--- config.mk ---
export PLATFORM = sky130hd
export DESIGN_NAME = load_store_unit
export DESIGN_NICKNAME = d
export VERILOG_FILES = /design/src/rtl/lsu_pkg.sv /design/src/rtl/load_align.sv /design/src/rtl/load_store_unit.sv
export SDC_FILE = /design/constraint.sdc
export NUM_CORES = 1
export LEC_CHECK = 0
export ABC_AREA = 1
export CAP_MARGIN = 15
export CORE_MARGIN = 1
export CORE_UTILIZATION = 46
export DETAILED_ROUTE_END_ITERATION = 10
export GPL_TIMING_DRIVEN = 0
export PLACE_DENSITY = 0.78
export REMOVE_ABC_BUFFERS = 1
export SLEW_MARGIN = 20
export SYNTH_ARGS = -nofsm -noshare
export SYNTH_HDL_FRONTEND = slang
export SYNTH_HIERARCHICAL = 1
export SYNTH_SLANG_ARGS = --single-unit
--- constraint.sdc ---
create_clock -name clk -period 4.7 [get_ports clk]
set_input_delay 1.175 -clock clk [delete_from_list [all_inputs] [get_ports clk]]
set_output_delay 1.175 -clock clk [all_outputs]
set_load 0.005 [all_outputs]
--- src/rtl/lsu_pkg.sv ---
// lsu_pkg: shared definitions for the load/store unit.
//   - Funct3 access-type encodings (RISC-V instruction bits 14:12)
//   - lsu_state_t: access FSM states
//   - f3_legal(): whether a Funct3 value is a legal load or store
package lsu_pkg;

    localparam logic [2:0] F3_B  = 3'b000;
    localparam logic [2:0] F3_H  = 3'b001;
    localparam logic [2:0] F3_W  = 3'b010;
    localparam logic [2:0] F3_BU = 3'b100;
    localparam logic [2:0] F3_HU = 3'b101;

    typedef enum logic [1:0] {
        IDLE = 2'd0,
        REQ  = 2'd1,
        DONE = 2'd2
    } lsu_state_t;

    // Unsigned variants exist only for loads.
    function automatic logic f3_legal(input logic [2:0] f3, input logic is_store);
        logic ok;
        case (f3)
            F3_B, F3_H, F3_W: ok = 1'b1;
            F3_BU, F3_HU:     ok = !is_store;
            default:          ok = 1'b0;
        endcase
        return ok;
    endfunction

endpackage

--- src/rtl/load_align.sv ---
// load_align: extracts the addressed byte/halfword from a 32-bit memory word
// and sign- or zero-extends it.
// Ports:
//   i_rdata  [31:0]  word returned by memory
//   i_off    [1:0]   byte offset of the access within the word
//   i_funct3 [2:0]   access type
//   o_data   [31:0]  extended load result
module load_align
    import lsu_pkg::*;
(
    input  logic [31:0] i_rdata,
    input  logic [1:0]  i_off,
    input  logic [2:0]  i_funct3,
    output logic [31:0] o_data
);

    logic [7:0]  w_byte;
    logic [15:0] w_half;

    always_comb begin
        case (i_off)
            2'd0:    w_byte = i_rdata[7:0];
            2'd1:    w_byte = i_rdata[15:8];
            2'd2:    w_byte = i_rdata[23:16];
            default: w_byte = i_rdata[31:24];
        endcase
        // Halfwords are aligned, so only off[1] selects the lane.
        w_half = i_off[1] ? i_rdata[31:16] : i_rdata[15:0];
    end

    always_comb begin
        case (i_funct3)
            F3_B:    o_data = {{24{w_byte[7]}}, w_byte};
            F3_H:    o_data = {{16{w_half[15]}}, w_half};
            F3_BU:   o_data = {24'b0, w_byte};
            F3_HU:   o_data = {16'b0, w_half};
            default: o_data = i_rdata;
        endcase
    end

endmodule

--- src/rtl/load_store_unit.sv ---
// load_store_unit: memory-access stage between the core datapath and a
// variable-latency data memory with a req/ready handshake.
// Ports:
//   clk, reset                 clock, asynchronous active-high reset
//   MemRead, MemWrite, Funct3  access request and type from the core
//   ALUResult, WriteData       effective byte address and store data
//   ReadData                   extended load result (valid in DONE)
//   Stall                      freeze PC / register write while high
//   MisalignFault              pulse: misaligned or illegal access, no request
//   BusFault                   pulse in DONE when the access timed out
//   mem_req/we/addr/wdata/be   memory request, held stable until accepted
//   mem_ready, mem_rdata       memory completion and read data
module load_store_unit
    import lsu_pkg::*;
#(
    parameter int unsigned TIMEOUT = 16,
    parameter int unsigned CNT_W   = 5
) (
    input  logic        clk,
    input  logic        reset,
    input  logic        MemRead,
    input  logic        MemWrite,
    input  logic [2:0]  Funct3,
    input  logic [31:0] ALUResult,
    input  logic [31:0] WriteData,
    output logic [31:0] ReadData,
    output logic        Stall,
    output logic        MisalignFault,
    output logic        BusFault,
    output logic        mem_req,
    output logic        mem_we,
    output logic [31:0] mem_addr,
    output logic [31:0] mem_wdata,
    output logic [3:0]  mem_be,
    input  logic        mem_ready,
    input  logic [31:0] mem_rdata
);

    lsu_state_t       r_state;
    logic [CNT_W-1:0] r_cnt;
    logic [1:0]       r_off;
    logic [2:0]       r_f3;
    logic             r_we;
    logic             r_mem_req;
    logic [31:0]      r_addr;
    logic [31:0]      r_wdata;
    logic [3:0]       r_be;
    logic [31:0]      r_rdata;
    logic             r_bus_fault;

    logic        w_access;
    logic        w_aligned;
    logic        w_valid;
    logic [31:0] w_wdata;
    logic [3:0]  w_be;
    logic [31:0] w_load;

    assign w_access = MemRead | MemWrite;

    always_comb begin
        case (Funct3[1:0])
            2'b00:   w_aligned = 1'b1;
            2'b01:   w_aligned = !ALUResult[0];
            2'b10:   w_aligned = (ALUResult[1:0] == 2'b00);
            default: w_aligned = 1'b0;
        endcase
    end

    assign w_valid = (MemRead ^ MemWrite) & f3_legal(Funct3, MemWrite) & w_aligned;

    // Store lane steering: narrow data is replicated so the enabled lanes
    // always carry the right bytes regardless of offset.
    always_comb begin
        w_wdata = 32'b0;
        w_be    = 4'b1111;
        if (MemWrite) begin
            case (Funct3)
                F3_B: begin
                    w_wdata = {4{WriteData[7:0]}};
                    w_be    = 4'b0001 << ALUResult[1:0];
                end
                F3_H: begin
                    w_wdata = {2{WriteData[15:0]}};
                    w_be    = ALUResult[1] ? 4'b1100 : 4'b0011;
                end
                default: w_wdata = WriteData;
            endcase
        end
    end

    load_align u_load_align (
        .i_rdata (mem_rdata),
        .i_off   (r_off),
        .i_funct3(r_f3),
        .o_data  (w_load)
    );

    always_ff @(posedge clk or posedge reset) begin
        if (reset) begin
            r_state     <= IDLE;
            r_cnt       <= '0;
            r_off       <= 2'b0;
            r_f3        <= 3'b0;
            r_we        <= 1'b0;
            r_mem_req   <= 1'b0;
            r_addr      <= 32'b0;
            r_wdata     <= 32'b0;
            r_be        <= 4'b0;
            r_rdata     <= 32'b0;
            r_bus_fault <= 1'b0;
        end else begin
            case (r_state)
                IDLE: begin
                    if (w_valid) begin
                        r_addr    <= {ALUResult[31:2], 2'b00};
                        r_off     <= ALUResult[1:0];
                        r_f3      <= Funct3;
                        r_we      <= MemWrite;
                        r_wdata   <= w_wdata;
                        r_be      <= w_be;
                        r_mem_req <= 1'b1;
                        r_cnt     <= '0;
                        r_state   <= REQ;
                    end
                end
                REQ: begin
                    r_cnt <= r_cnt + 1'b1;
                    // Ready is tested first so it wins over a same-cycle timeout.
                    if (mem_ready) begin
                        r_mem_req <= 1'b0;
                        if (!r_we) begin
                            r_rdata <= w_load;
                        end
                        r_state <= DONE;
                    end else if (r_cnt == CNT_W'(TIMEOUT - 1)) begin
                        r_mem_req   <= 1'b0;
                        r_rdata     <= 32'b0;
                        r_bus_fault <= 1'b1;
                        r_state     <= DONE;
                    end
                end
                DONE: begin
                    r_cnt       <= '0;
                    r_bus_fault <= 1'b0;
                    r_state     <= IDLE;
                end
                default: r_state <= IDLE;
            endcase
        end
    end

    // Gated by reset so an asynchronous reset drops them before any clock edge.
    assign Stall = !reset & ((r_state == REQ) | ((r_state == IDLE) & w_valid));
    assign MisalignFault = !reset & (r_state == IDLE) & w_access & !w_valid;

    assign BusFault  = r_bus_fault;
    assign ReadData  = r_rdata;
    assign mem_req   = r_mem_req;
    assign mem_we    = r_we;
    assign mem_addr  = r_addr;
    assign mem_wdata = r_wdata;
    assign mem_be    = r_be;

endmodule

==> results_dict.tcl <==
set metrics [dict create \
    crit_path_start_kind "primary input" \
    drt_pass1_iterations 5 \
    post_synth.cell_area_avg_um2 7.57 \
    hold_ws_ns 0.478 \
    timing.final.crit_period_ns 4.59 \
    synth-seq-cells 113 \
    p_leak_nw 4.21 \
    final-hold-violation-count 0 \
    dp_slack_ns -1.38 \
    grt_use_total_pct 27.0 \
    cts_htree_levels 4 \
    syn_area_um2 5990 \
    gpl.final_weighted_congestion 0.873 \
    endpoint_class_of_the_critical_path "output pin" \
    die_w_um 116 \
    ys_warn_count 6 \
    max_freq_mhz 218 \
    final_critical_path_setup_slack_ns 0.114 \
    max-slew-margin-rel_pct 25.9 \
    cp.arrival_ns 3.41 \
    cts.hold.buffers_added 0 \
    accumulated_negative_setup_slack_ns 0 \
    peakVddDrop_mv 0.359 \
    status "complete, no violations" \
    cts.sink_count 113 \
    synth.yosys.seq_area_share_pct 47.2 \
    drt_first_iter_violations 497 \
    synth-main-ff-cell "sky130_fd_sc_hd__dfrtp_1" \
    critical_path_class "in -> out" \
    synth_most_common_cell "sky130_fd_sc_hd__nand2_1" \
    cts_root_buf "sky130_fd_sc_hd__clkbuf_16" \
    setup_viol_count_final 0 \
    boundaryPins 209 \
    rsz_0062_raised_after_global_routing "false" \
    path_clk_slew_ns 0.05 \
    grt_start_max_net_pins 64 \
    postSynth.asyncResetShare_pct 100 \
    timing_worst_slew_pin_value_ns 1.11 \
    syn_inst 791 \
    crit_required_ns 3.52 \
    post-synth-top-area-cell "sky130_fd_sc_hd__dfrtp_1" \
    drive_above_1_share_pct 7.56 \
    vias_per_cell 5.07 \
    drc_violations_left 0 \
    die_area_um2 13500 \
    area.growth.synth_to_final_pct 44.8 \
    floorplan.initialDensity_pct 47.2 \
    first_pass_grt_wire_length_um 27700 \
    gr-total-overflow 0 \
    synth_cell_types 31 \
    cts_max_path_buffers 2 \
    timing.reg2reg.setup_slack_ns 2.34 \
    clk-insertion-delay-late_ns 0.41 \
    mean_routed_wirelength_per_cell_um 15.2 \
    timing.final.crit_share_pct 97.6 \
    floorplan.core_area_um2 12700 \
    ant_nets 0 \
    final-max-slew-violation-count 0 \
    row_count 41 \
    fin_nets 1089 \
    critPathMaxFanout 15 \
    die_height_um 116 \
    power.density_nw_per_um2 620 \
    grt_antenna_before_repair 0 \
    synth-edff-count 0 \
    antenna-diode-count 0 \
    grt_pass1_vias 5712 \
    synth_largest_type_area_fraction_pct 47.2 \
    io_buffer_count 206 \
    dr_total_vias 5906 \
    p_total_w 0.00537 \
    synth_area_leaders "sky130_fd_sc_hd__dfrtp_1 47%, sky130_fd_sc_hd__nand2_1 19%, sky130_fd_sc_hd__nand3_1 5.4%, sky130_fd_sc_hd__o21ai_0 5.3%, sky130_fd_sc_hd__inv_1 5.2%" \
    route.final.wire_length_um 17700 \
    timing.max_cap.violations 0 \
    clock_tree_from_tritoncts "yes" \
    tritoncts.num_buffers 17 \
    synth_commonest_cells "301 x sky130_fd_sc_hd__nand2_1, 113 x sky130_fd_sc_hd__dfrtp_1, 83 x sky130_fd_sc_hd__inv_1" \
    hold_path.class "reg -> reg" \
    final_hpwl_dp_um 11400 \
    setup_clock_skew_after_layout_ns 0.00644 \
]
worst max-delay path, stage by stage:
cell and delay, ns:
sky130_fd_sc_hd__clkdlybuf4s15_2 0.41, sky130_fd_sc_hd__clkinv_2 0.31, sky130_fd_sc_hd__ha_2 0.53, sky130_fd_sc_hd__nand3_4 0.24, sky130_fd_sc_hd__a21oi_1 0.21, sky130_fd_sc_hd__clkdlybuf4s50_1 0.53
metrics by stage:
step | instance area, um2 | util, % | std cells
after floorplan | 5690 | - | 749
after global placement | 7970 | 62.9 | 1127
after detailed placement | 8030 | 63.4 | 1129
after CTS | 8660 | 68.4 | 1164
after global routing | 8670 | 68.4 | 1164
final | 8670 | 68.4 | 1164
layout by cell type, fill, tap and decap left out, drive strengths merged, types with 3 or more instances in the layout:
cell	synthesis	final
clkinv	2	7
clkbuf	11	23
ha	6	6
nand3	77	80
nand4	8	8
nor2	32	32
inv	89	89
a21oi	37	37
nor3	4	4
clkdlybuf4s50	0	204
nand2	303	303
buf	32	3
o21ai	69	69
dfrtp	113	113
where the power goes:
group | total (W) | leakage [nW] | internal [W] | switching, W
combinational | 0.00229 | 2.46 | 0.00121 | 0.00109
sequential | 0.00178 | 1.46 | 0.00142 | 0.000362
clock | 0.00130 | 0.295 | 0.000847 | 0.000450
cell type report:
type	count	area, um2
fillers	1059	4000
flip-flops and latches	113	2830
multi-input cells	548	2560
repair buffers	208	2110
clock buffers	23	498
inverters	91	348
well taps	172	215
clock inverters	9	104
path summary, 6_finish.rpt:
| check | startpoint | to | depth (start not counted) |
|---|---|---|---|
| max in group asynchronous | reset | mem_wdata[31] | 3 |
| max | MemWrite | Stall | 6 |
| max reg2reg | r_state[0] | mem_wdata[19] | 5 |
| min in group asynchronous | reset | mem_addr[7] | 2 |
| min | mem_wdata[17] | mem_wdata[17] | 2 |
| min reg2reg | mem_wdata[17] | mem_wdata[17] | 2 |
layer usage:
layer	part of all wire, %	track usage, %	vias up
li1	-	-	2875
met5	0	0	-
met3	9.3	9.62	29
met1	41	32.2	2750
met4	1.6	10.1	0
met2	48	44.6	252
registers in the layout (all words and copies together) (netlist names):
| name | flops |
|---|---|
| ReadData | 32 |
| mem_wdata | 32 |
| mem_addr | 30 |
| r_cnt | 5 |
| mem_be | 4 |
| r_f3 | 3 |
| r_off | 2 |
| r_state | 2 |
| BusFault | 1 |
| mem_req | 1 |
| mem_we | 1 |
kinds of logic after synthesis:
group,share of synthesized area [%]
other,0.0626
AOI/OAI and AO/OA,9.34
and+or+nand+nor,31.2
xor gates and xnor gates,0.146
DFF,47.2
buffers and inverters,10.7
adders and majority gates,1.25
repair_timing:
item / 4_1_cts / 5_1_grt
gates resized for setup: 4 / 1
endpoints found under the setup margin: 44 / 1
cloned: 3 / 0
pin swaps: 1 / 0
endpoints found under the hold margin: 0 / 0
buffers inserted: 0 / 0
No activity file was read; power rests on OpenSTA's default activity.
